==> config.mk <==
export PLATFORM = sky130hd
export DESIGN_NAME = mul_result_collector_flat
export DESIGN_NICKNAME = d
export VERILOG_FILES = /design/src/rtl/mul_result_collector_if.sv /design/src/rtl/mul_result_collector.sv /design/src/flat_wrapper.sv
export SDC_FILE = /design/constraint.sdc
export NUM_CORES = 1
export LEC_CHECK = 0
export BUFFER_PORTS_ARGS = -buffer_cell sky130_fd_sc_hd__buf_2
export CAP_MARGIN = 15
export CORE_MARGIN = 2
export CORE_UTILIZATION = 39
export CTS_CLUSTER_SIZE = 40
export DETAILED_ROUTE_END_ITERATION = 6
export PLACE_DENSITY = 0.54
export SLEW_MARGIN = 30
export SYNTH_ARGS = -nofsm -noshare
export SYNTH_HDL_FRONTEND = slang
export SYNTH_SLANG_ARGS = --single-unit
==> constraint.sdc <==
create_clock -name CLK -period 2.5 [get_ports CLK]
set_clock_uncertainty 0.1 [all_clocks]
set_input_delay 0.375 -clock CLK [delete_from_list [all_inputs] [get_ports CLK]]
set_output_delay 0.375 -clock CLK [all_outputs]
set_load 0.005 [all_outputs]
==> src/rtl/mul_result_collector_if.sv <==
`default_nettype none
// ============================================================================
//  Module   : mul_result_collector_if
//  Brief    : Bus bundle between the operand source / multiplier outputs /
//             result consumer and the multiplier result collector.
//  Revision : 1.0 - initial release
// ============================================================================
interface mul_result_collector_if #(
    parameter int DEPTH = 4
);
    localparam int c_CNT_W = $clog2(DEPTH + 1);

    // Issue side
    logic               issue_valid;
    logic               issue_ready;

    // Raw multiplier outputs (no valid signalling of their own)
    logic [22:0]        Mz;
    logic [7:0]         Ez;
    logic               Sz;
    logic               invalid_flagex;
    logic               overflow_flagex;
    logic               underflow_flagex;
    logic               inexact_flagex;
    logic               zero_flagex;

    // Result stream
    logic               res_valid;
    logic               res_ready;
    logic [31:0]        res_data;
    logic [4:0]         res_flags;

    // Status
    logic [c_CNT_W-1:0] outstanding;
    logic               drop_err;

    // Environment side: operand source, multiplier and result consumer
    modport master (
        output issue_valid,
        input  issue_ready,
        output Mz, Ez, Sz,
        output invalid_flagex, overflow_flagex, underflow_flagex,
        output inexact_flagex, zero_flagex,
        input  res_valid,
        output res_ready,
        input  res_data, res_flags,
        input  outstanding, drop_err
    );

    // Collector side
    modport slave (
        input  issue_valid,
        output issue_ready,
        input  Mz, Ez, Sz,
        input  invalid_flagex, overflow_flagex, underflow_flagex,
        input  inexact_flagex, zero_flagex,
        output res_valid,
        input  res_ready,
        output res_data, res_flags,
        output outstanding, drop_err
    );
endinterface

`default_nettype wire

==> src/rtl/mul_result_collector.sv <==
`default_nettype none
// ============================================================================
//  Module   : mul_result_collector
//  Brief    : Tracks operations through a fixed-latency multiplier with a
//             token pipe, captures the emerging results into a FWFT FIFO and
//             hands out issue credits so no result can ever be lost.
//  Revision : 1.0 - initial release
// ============================================================================
module mul_result_collector #(
    parameter int LATENCY = 3,
    parameter int DEPTH   = 4
) (
    input  wire logic             CLK,
    input  wire logic             RST,
    mul_result_collector_if.slave bus
);

    localparam int c_PTR_W = (DEPTH > 1) ? $clog2(DEPTH) : 1;
    localparam int c_CNT_W = $clog2(DEPTH + 1);

    localparam logic [c_CNT_W-1:0] c_DEPTH_CNT = c_CNT_W'(DEPTH);
    localparam logic [c_CNT_W-1:0] c_CNT_ONE   = c_CNT_W'(1);
    localparam logic [c_PTR_W-1:0] c_PTR_ONE   = c_PTR_W'(1);

    logic                w_ready;
    logic                w_fire;
    logic                w_valid;
    logic                w_pop;
    logic                w_arrive;

    logic [LATENCY-1:0]  r_token;
    logic [31:0]         r_data_mem [DEPTH];
    logic [4:0]          r_flag_mem [DEPTH];
    logic [c_PTR_W-1:0]  r_wr_ptr;
    logic [c_PTR_W-1:0]  r_rd_ptr;
    logic [c_CNT_W-1:0]  r_count;
    logic [c_CNT_W-1:0]  r_outstanding;
    logic                r_drop_err;

    // Credits come straight from the registered counter, so issue_ready
    // has no combinational path from any input.
    assign w_ready  = (r_outstanding < c_DEPTH_CNT);
    assign w_fire   = bus.issue_valid & w_ready;
    assign w_valid  = (r_count != '0);
    assign w_pop    = w_valid & bus.res_ready;
    assign w_arrive = r_token[LATENCY-1];

    // Token pipe: one bit per multiplier stage, last stage marks a valid result
    generate
        if (LATENCY == 1) begin : g_pipe_single
            always_ff @(posedge CLK) begin
                if (RST) r_token <= '0;
                else     r_token <= w_fire;
            end
        end else begin : g_pipe_shift
            always_ff @(posedge CLK) begin
                if (RST) r_token <= '0;
                else     r_token <= {r_token[LATENCY-2:0], w_fire};
            end
        end
    endgenerate

    // Result storage: multiplier outputs sampled directly on the arrive edge
    always_ff @(posedge CLK) begin
        if (w_arrive) begin
            r_data_mem[r_wr_ptr] <= {bus.Sz, bus.Ez, bus.Mz};
            r_flag_mem[r_wr_ptr] <= {bus.invalid_flagex, bus.overflow_flagex,
                                     bus.underflow_flagex, bus.inexact_flagex,
                                     bus.zero_flagex};
        end
    end

    // FIFO pointers and occupancy; credits guarantee no push into a full FIFO
    // unless a pop happens on the same edge.
    always_ff @(posedge CLK) begin
        if (RST) begin
            r_wr_ptr <= '0;
            r_rd_ptr <= '0;
            r_count  <= '0;
        end else begin
            if (w_arrive) r_wr_ptr <= r_wr_ptr + c_PTR_ONE;
            if (w_pop)    r_rd_ptr <= r_rd_ptr + c_PTR_ONE;
            case ({w_arrive, w_pop})
                2'b10:   r_count <= r_count + c_CNT_ONE;
                2'b01:   r_count <= r_count - c_CNT_ONE;
                default: r_count <= r_count;
            endcase
        end
    end

    // Outstanding = tokens in flight + buffered results
    always_ff @(posedge CLK) begin
        if (RST) begin
            r_outstanding <= '0;
        end else begin
            case ({w_fire, w_pop})
                2'b10:   r_outstanding <= r_outstanding + c_CNT_ONE;
                2'b01:   r_outstanding <= r_outstanding - c_CNT_ONE;
                default: r_outstanding <= r_outstanding;
            endcase
        end
    end

    // Sticky flag for an issue attempted without a credit
    always_ff @(posedge CLK) begin
        if (RST)                                r_drop_err <= 1'b0;
        else if (bus.issue_valid && !w_ready)   r_drop_err <= 1'b1;
    end

    assign bus.issue_ready = w_ready;
    assign bus.res_valid   = w_valid;
    assign bus.res_data    = w_valid ? r_data_mem[r_rd_ptr] : 32'h0;
    assign bus.res_flags   = w_valid ? r_flag_mem[r_rd_ptr] : 5'h0;
    assign bus.outstanding = r_outstanding;
    assign bus.drop_err    = r_drop_err;

endmodule

`default_nettype wire
==> src/flat_wrapper.sv <==
// flat-port wrapper written by rule: the top's interface ports become plain ports
module mul_result_collector_flat 
#(
    parameter int LATENCY = 3,
    parameter int DEPTH   = 4
)
  (CLK, RST, bus_issue_valid, bus_issue_ready, bus_Mz, bus_Ez, bus_Sz, bus_invalid_flagex, bus_overflow_flagex, bus_underflow_flagex, bus_inexact_flagex, bus_zero_flagex, bus_res_valid, bus_res_ready, bus_res_data, bus_res_flags, bus_outstanding, bus_drop_err);
  mul_result_collector_if #(.DEPTH(DEPTH)) bus_i ();
  input  wire logic CLK;
  input  wire logic RST;
  input wire logic [$bits(bus_i.issue_valid)-1:0] bus_issue_valid;
  output wire logic [$bits(bus_i.issue_ready)-1:0] bus_issue_ready;
  input wire logic [$bits(bus_i.Mz)-1:0] bus_Mz;
  input wire logic [$bits(bus_i.Ez)-1:0] bus_Ez;
  input wire logic [$bits(bus_i.Sz)-1:0] bus_Sz;
  input wire logic [$bits(bus_i.invalid_flagex)-1:0] bus_invalid_flagex;
  input wire logic [$bits(bus_i.overflow_flagex)-1:0] bus_overflow_flagex;
  input wire logic [$bits(bus_i.underflow_flagex)-1:0] bus_underflow_flagex;
  input wire logic [$bits(bus_i.inexact_flagex)-1:0] bus_inexact_flagex;
  input wire logic [$bits(bus_i.zero_flagex)-1:0] bus_zero_flagex;
  output wire logic [$bits(bus_i.res_valid)-1:0] bus_res_valid;
  input wire logic [$bits(bus_i.res_ready)-1:0] bus_res_ready;
  output wire logic [$bits(bus_i.res_data)-1:0] bus_res_data;
  output wire logic [$bits(bus_i.res_flags)-1:0] bus_res_flags;
  output wire logic [$bits(bus_i.outstanding)-1:0] bus_outstanding;
  output wire logic [$bits(bus_i.drop_err)-1:0] bus_drop_err;
  assign bus_i.issue_valid = bus_issue_valid;
  assign bus_issue_ready = bus_i.issue_ready;
  assign bus_i.Mz = bus_Mz;
  assign bus_i.Ez = bus_Ez;
  assign bus_i.Sz = bus_Sz;
  assign bus_i.invalid_flagex = bus_invalid_flagex;
  assign bus_i.overflow_flagex = bus_overflow_flagex;
  assign bus_i.underflow_flagex = bus_underflow_flagex;
  assign bus_i.inexact_flagex = bus_inexact_flagex;
  assign bus_i.zero_flagex = bus_zero_flagex;
  assign bus_res_valid = bus_i.res_valid;
  assign bus_i.res_ready = bus_res_ready;
  assign bus_res_data = bus_i.res_data;
  assign bus_res_flags = bus_i.res_flags;
  assign bus_outstanding = bus_i.outstanding;
  assign bus_drop_err = bus_i.drop_err;
  mul_result_collector #(.LATENCY(LATENCY), .DEPTH(DEPTH)) u_core (.CLK(CLK), .RST(RST), .bus(bus_i));
endmodule
### After elaboration in Yosys (flattened, before gate mapping)

Memories as Yosys holds them, arrays and structs flattened. A register that Yosys moved wholly into a read port is not among the register bits.
Index checks and enable logic that the tools add are counted.

* muxes and demuxes: 10
* add/sub/neg operators: 6
* eq/ne operators: 4
* order comparisons: 1
* shift operators: 0
* multipliers: 0
* divide/modulo/power cells: 0
* bitwise operators: 2
* reductions and logical operators: 5

Operator list (count)
* two-way mux 32 bit: 1
* case mux 3 bit (2 select lines): 2
* two-way mux 2 bit: 4
* adder 3 x 1 -> 3 bit (second input constant): 2
* subtractor 3 x 1 -> 3 bit (second input constant): 2
* two-way mux 5 bit: 1
* adder 2 x 1 -> 2 bit (second input constant): 2
* equality test 2 x 1 -> 1 bit (second input constant): 2
* equality test 2 bit (second input constant): 2
* nonzero test 2 bit: 2
* less-than comparator 3 bit (second input constant): 1
* nonzero test 3 bit: 1
* bitwise AND 1 bit: 2
* two-way mux 1 bit: 2
* logical AND 1 bit: 1
* zero test 1 bit: 1

* logic and storage cells: 36
* bits in latches: 0
* memories kept: 2
* bits in registers: 14
* bits in writable memories: 148
* bits in read-only memories: 0
* input bits: 41
* output and inout bits: 43

Memories
* u_core.r_data_mem: depth 4, bits a word 32, rd ports 1, clocked after memory_dff 1, write ports 1, line mul_result_collector.sv:32 `logic [31:0] r_data_mem [DEPTH];`
* u_core.r_flag_mem: depth 4, bits a word 5, rd ports 1, clocked after memory_dff 1, write ports 1, line mul_result_collector.sv:33 `logic [4:0] r_flag_mem [DEPTH];`

### Longest topological paths before layout

* depth after elaboration: 4
* gate-level depth with buffers: 8
* gate-level depth less buffers: 8

### Worst setup path after synthesis

Ideal clock, no wire load.

* kind: reg2reg
* from: register u_core.r_wr_ptr[0]
* to: memory u_core.r_data_mem[2][0], enable pin
* path buffers: 0
* data required time: 2.002 ns
* cell stages (with the launch flop): 4
* slack: 0.559 ns
* library setup time: 0.398 ns
* period minus slack after synthesis: 1.941 ns
* data arrival time: 1.444 ns
* cell sequence: dfxtp_1 > inv_1 > ha_1 > and2_1

RTL lines
* from (decl): line mul_result_collector.sv:34 `logic [c_PTR_W-1:0] r_wr_ptr;`
* from (signal assigned): line mul_result_collector.sv:81 `if (w_arrive) r_wr_ptr <= r_wr_ptr + c_PTR_ONE;`
* to (decl): line mul_result_collector.sv:32

No word-level cell before the write port.

==> out/metrics.cfg <==
[synth]
synth-edff-count = 148
synth_fp_nets = 362
seq_area_frac_synth = 0.748
syn_avg_cell_area_sq_um = 20.4
ys_ff_latch = 164
syn_inst = 313
synth.distinct_cells = 25
yosysWarnings = 0
synthesis.area_sq_mm = 0.00637
ys.flop_type = edfxtp_1
async_reset_ff_frac = 0

[critical_path]
cp_num_buf_inv = 2
critPathCapture = bus_res_flags[2]
cp_max_fo = 15
path_class = flop to output pin
rr_endpoint = u_core.r_count[2]
worst_setup_path_end_kind = output pin
r2r_slack_ns = 0.42
crit_required_ns = 2.03
timing.rr.start = u_core.r_count[0]
critPathSlowestCell = mux4_1
critical_path.max_stage_delay_ns = 0.59
r2r_cells = 7
startpoint_type = flop
worstPathArrival_ns = 1.89
worst-path-stages = 4
cp_top_family = multiplexers
crit_chain = buf_6 -> mux4_1 -> nor2b_1 -> buf_2

[placed_design]
placed_cells = 610
hpwl_mm = 7.05
gp_congestion = 0.697
place_ws_ns = 0.417
placed_cell_area_sq_mm = 0.00714
numPortBuffers = 83

[timing]
worst_pin_slew_ns = 0.496
fmax_mhz = 422
setup_violations = 0
final.period_utilization = 0.948
tns_ns = 0
period_needed_ns = 2.37
setup_slack_ns = 0.131
hold_viol_final = 0
rsz0062_at_grt = false
drv_slew = 0
maxSlewHeadroom = 0.669

[clocking]
holdBufCountCts = 0
clk_latency_ns = 0.42
clock_tree.root_cell = clkbuf_16
numCtsBuffers = 17
clkTransAtPathRegs_ns = 0.06
cts_htree_levels = 4
cts_tree = done
cts_buffer_depth = 2
cts.sinks = 164
post-cts-setup-buffer-count = 0

[flow_run]
max_cap_violations = 0

[die]
die_w_um = 132
die_h_um = 132
rows = 46
die_area_sq_mm = 0.0174
start_util = 0.400
io_pins = 84
fp.coreArea_sq_mm = 0.0159

[pwr]
power-per-cell-area_mw_per_mm2 = 825
irDropWorstVdd_mv = 0.550
leakagePower_nw = 2.68

[hold_path]
hold_path.class = input port to flop

[grt]
overflow = 0
grt_max_degree = 41
grt_pass1_wl_mm = 18.9
grt_pass1_vias = 3387
grt_usage = 0.146
antenna_found_initial = 2

[layout]
final_common_cell = edfxtp_1
drive_gt1_frac = 0.374
fillers = 1365
layout_common_cells = 148 x edfxtp_1, 83 x buf_2, 32 x mux4_2, 28 x nor2b_1, 17 x clkbuf_16
seqCellArea_sq_mm = 0.00477
area_growth_syn_to_layout_pct = 21.1
multi_input_area_sq_mm = 0.00147
final_cells = 641
nNetsFinal = 462
fin_util = 0.484
diodes = 0
design_area_sq_mm = 0.00771

[drt]
firstDrtPassIters = 4
drt_iter0_markers = 183
drc = 0
drt.antenna.violating_nets = 0
post_drt_wl_per_cell_um = 18.1
vias_per_cell = 4.83
wl_mm = 11.6
vias = 3099

[run_status]
status = complete, no violations

-- registers in the layout, indices dropped and copies added (netlist names), named ones only --
register and cells:
u_core.r_data_mem 128, u_core.r_flag_mem 20, u_core.bus.outstanding 3, u_core.r_count 3, u_core.r_token 3, u_core.r_rd_ptr 2, u_core.r_wr_ptr 2, u_core.bus.drop_err 1
-- layout make-up --
class	instances	area share
Sequential cell	164	0.618
Multi-Input combinational cell	125	0.191
Timing Repair Buffer	94	0.0764
Clock buffer	20	0.0566
Tap cell	216	0.0350
Clock inverter	11	0.0177
Inverter	11	0.00535
-- worst min-delay path by stage --
| stage | start | slack [ns] | endpoint | cells past startpoint |
|---|---|---|---|---|
| after floorplan | u_core.r_token[0] | 0.31 | u_core.r_token[1] | 1 |
| after global placement | u_core.r_token[0] | 0.32 | u_core.r_token[1] | 1 |
| after detailed placement | u_core.r_token[1] | 0.33 | u_core.r_token[2] | 1 |
| after CTS | bus_Mz[9] | 0.05 | u_core.r_data_mem[1][9] | 1 |
| after global routing | bus_underflow_flagex | 0.05 | u_core.r_flag_mem[1][2] | 1 |
| final | bus_Mz[9] | 0.07 | u_core.r_data_mem[1][9] | 1 |
-- metal layers --
metal / share of wire / wire length [um] / vias to the layer above / track usage
li1: - / - / 1425 / -
met1: 0.43 / 4950 / 1581 / 0.175
met2: 0.51 / 5940 / 74 / 0.247
met3: 0.048 / 562 / 15 / 0.0515
met4: 0.012 / 138 / 4 / 0.0525
met5: 0.0022 / 26 / - / 0
-- cell families after synthesis --
| family | share of synthesized area |
|---|---|
| and+or+nand+nor | 0.0572 |
| DFF | 0.748 |
| xor gates and xnor gates | 0.00825 |
| buffers and inverters | 0.0226 |
| muxes | 0.135 |
| AOI/OAI and AO/OA | 0.0106 |
| adders and majority gates | 0.0181 |
-- per-stage QoR --
| step | total power, mW | hold slack (ns) |
|---|---|---|
| 5_1_grt | 6.64 | 0.0538 |
| 6_report | 6.36 | 0.0691 |
| 3_5_place_dp | 3.91 | 0.327 |
| 3_3_place_gp | 3.90 | 0.319 |
| 4_1_cts | 6.46 | 0.0479 |
| 2_1_floorplan | 3.61 | 0.314 |
-- what timing repair did --
item                                   in CTS  in global routing
setup endpoints to repair                   2                  0
endpoints found under the hold margin       0                  0
gates resized for setup                     1                  0
-- worst reg2reg max path, delay by kind of cell, from the launching register on --
kind,cells,cell delay [ns]
adders and majority gates,2,0.58
DFF,1,0.46
AOI/OAI and AO/OA,2,0.36
and+or+nand+nor,1,0.30
xor gates and xnor gates,1,0.15
buffers and inverters,1,0.06
-- cell usage after synthesis, types with 4 or more instances --
cell | number | share of area
mux4_1 | 5 | 0.021
and2b_1 | 11 | 0.013
and2_1 | 4 | 0.0039
xor2_1 | 4 | 0.0055
mux4_2 | 32 | 0.11
dfxtp_1 | 16 | 0.050
nor2b_1 | 28 | 0.027
ha_1 | 6 | 0.012
edfxtp_1 | 148 | 0.70
inv_1 | 11 | 0.0065
buf_2 | 4 | 0.0031
nor2_1 | 12 | 0.0071
a21oi_1 | 7 | 0.0055
clkbuf_1 | 4 | 0.0024
-- report_power, final --
| group | internal [mW] | total, mW | switching, mW |
|---|---|---|---|
| clock | 1.55 | 2.53 | 0.978 |
| sequential | 3.03 | 3.07 | 0.0329 |
| combinational | 0.391 | 0.766 | 0.375 |
| total | 4.98 | 6.36 | 1.39 |
Note: power is estimated with default switching activity, not from simulation.
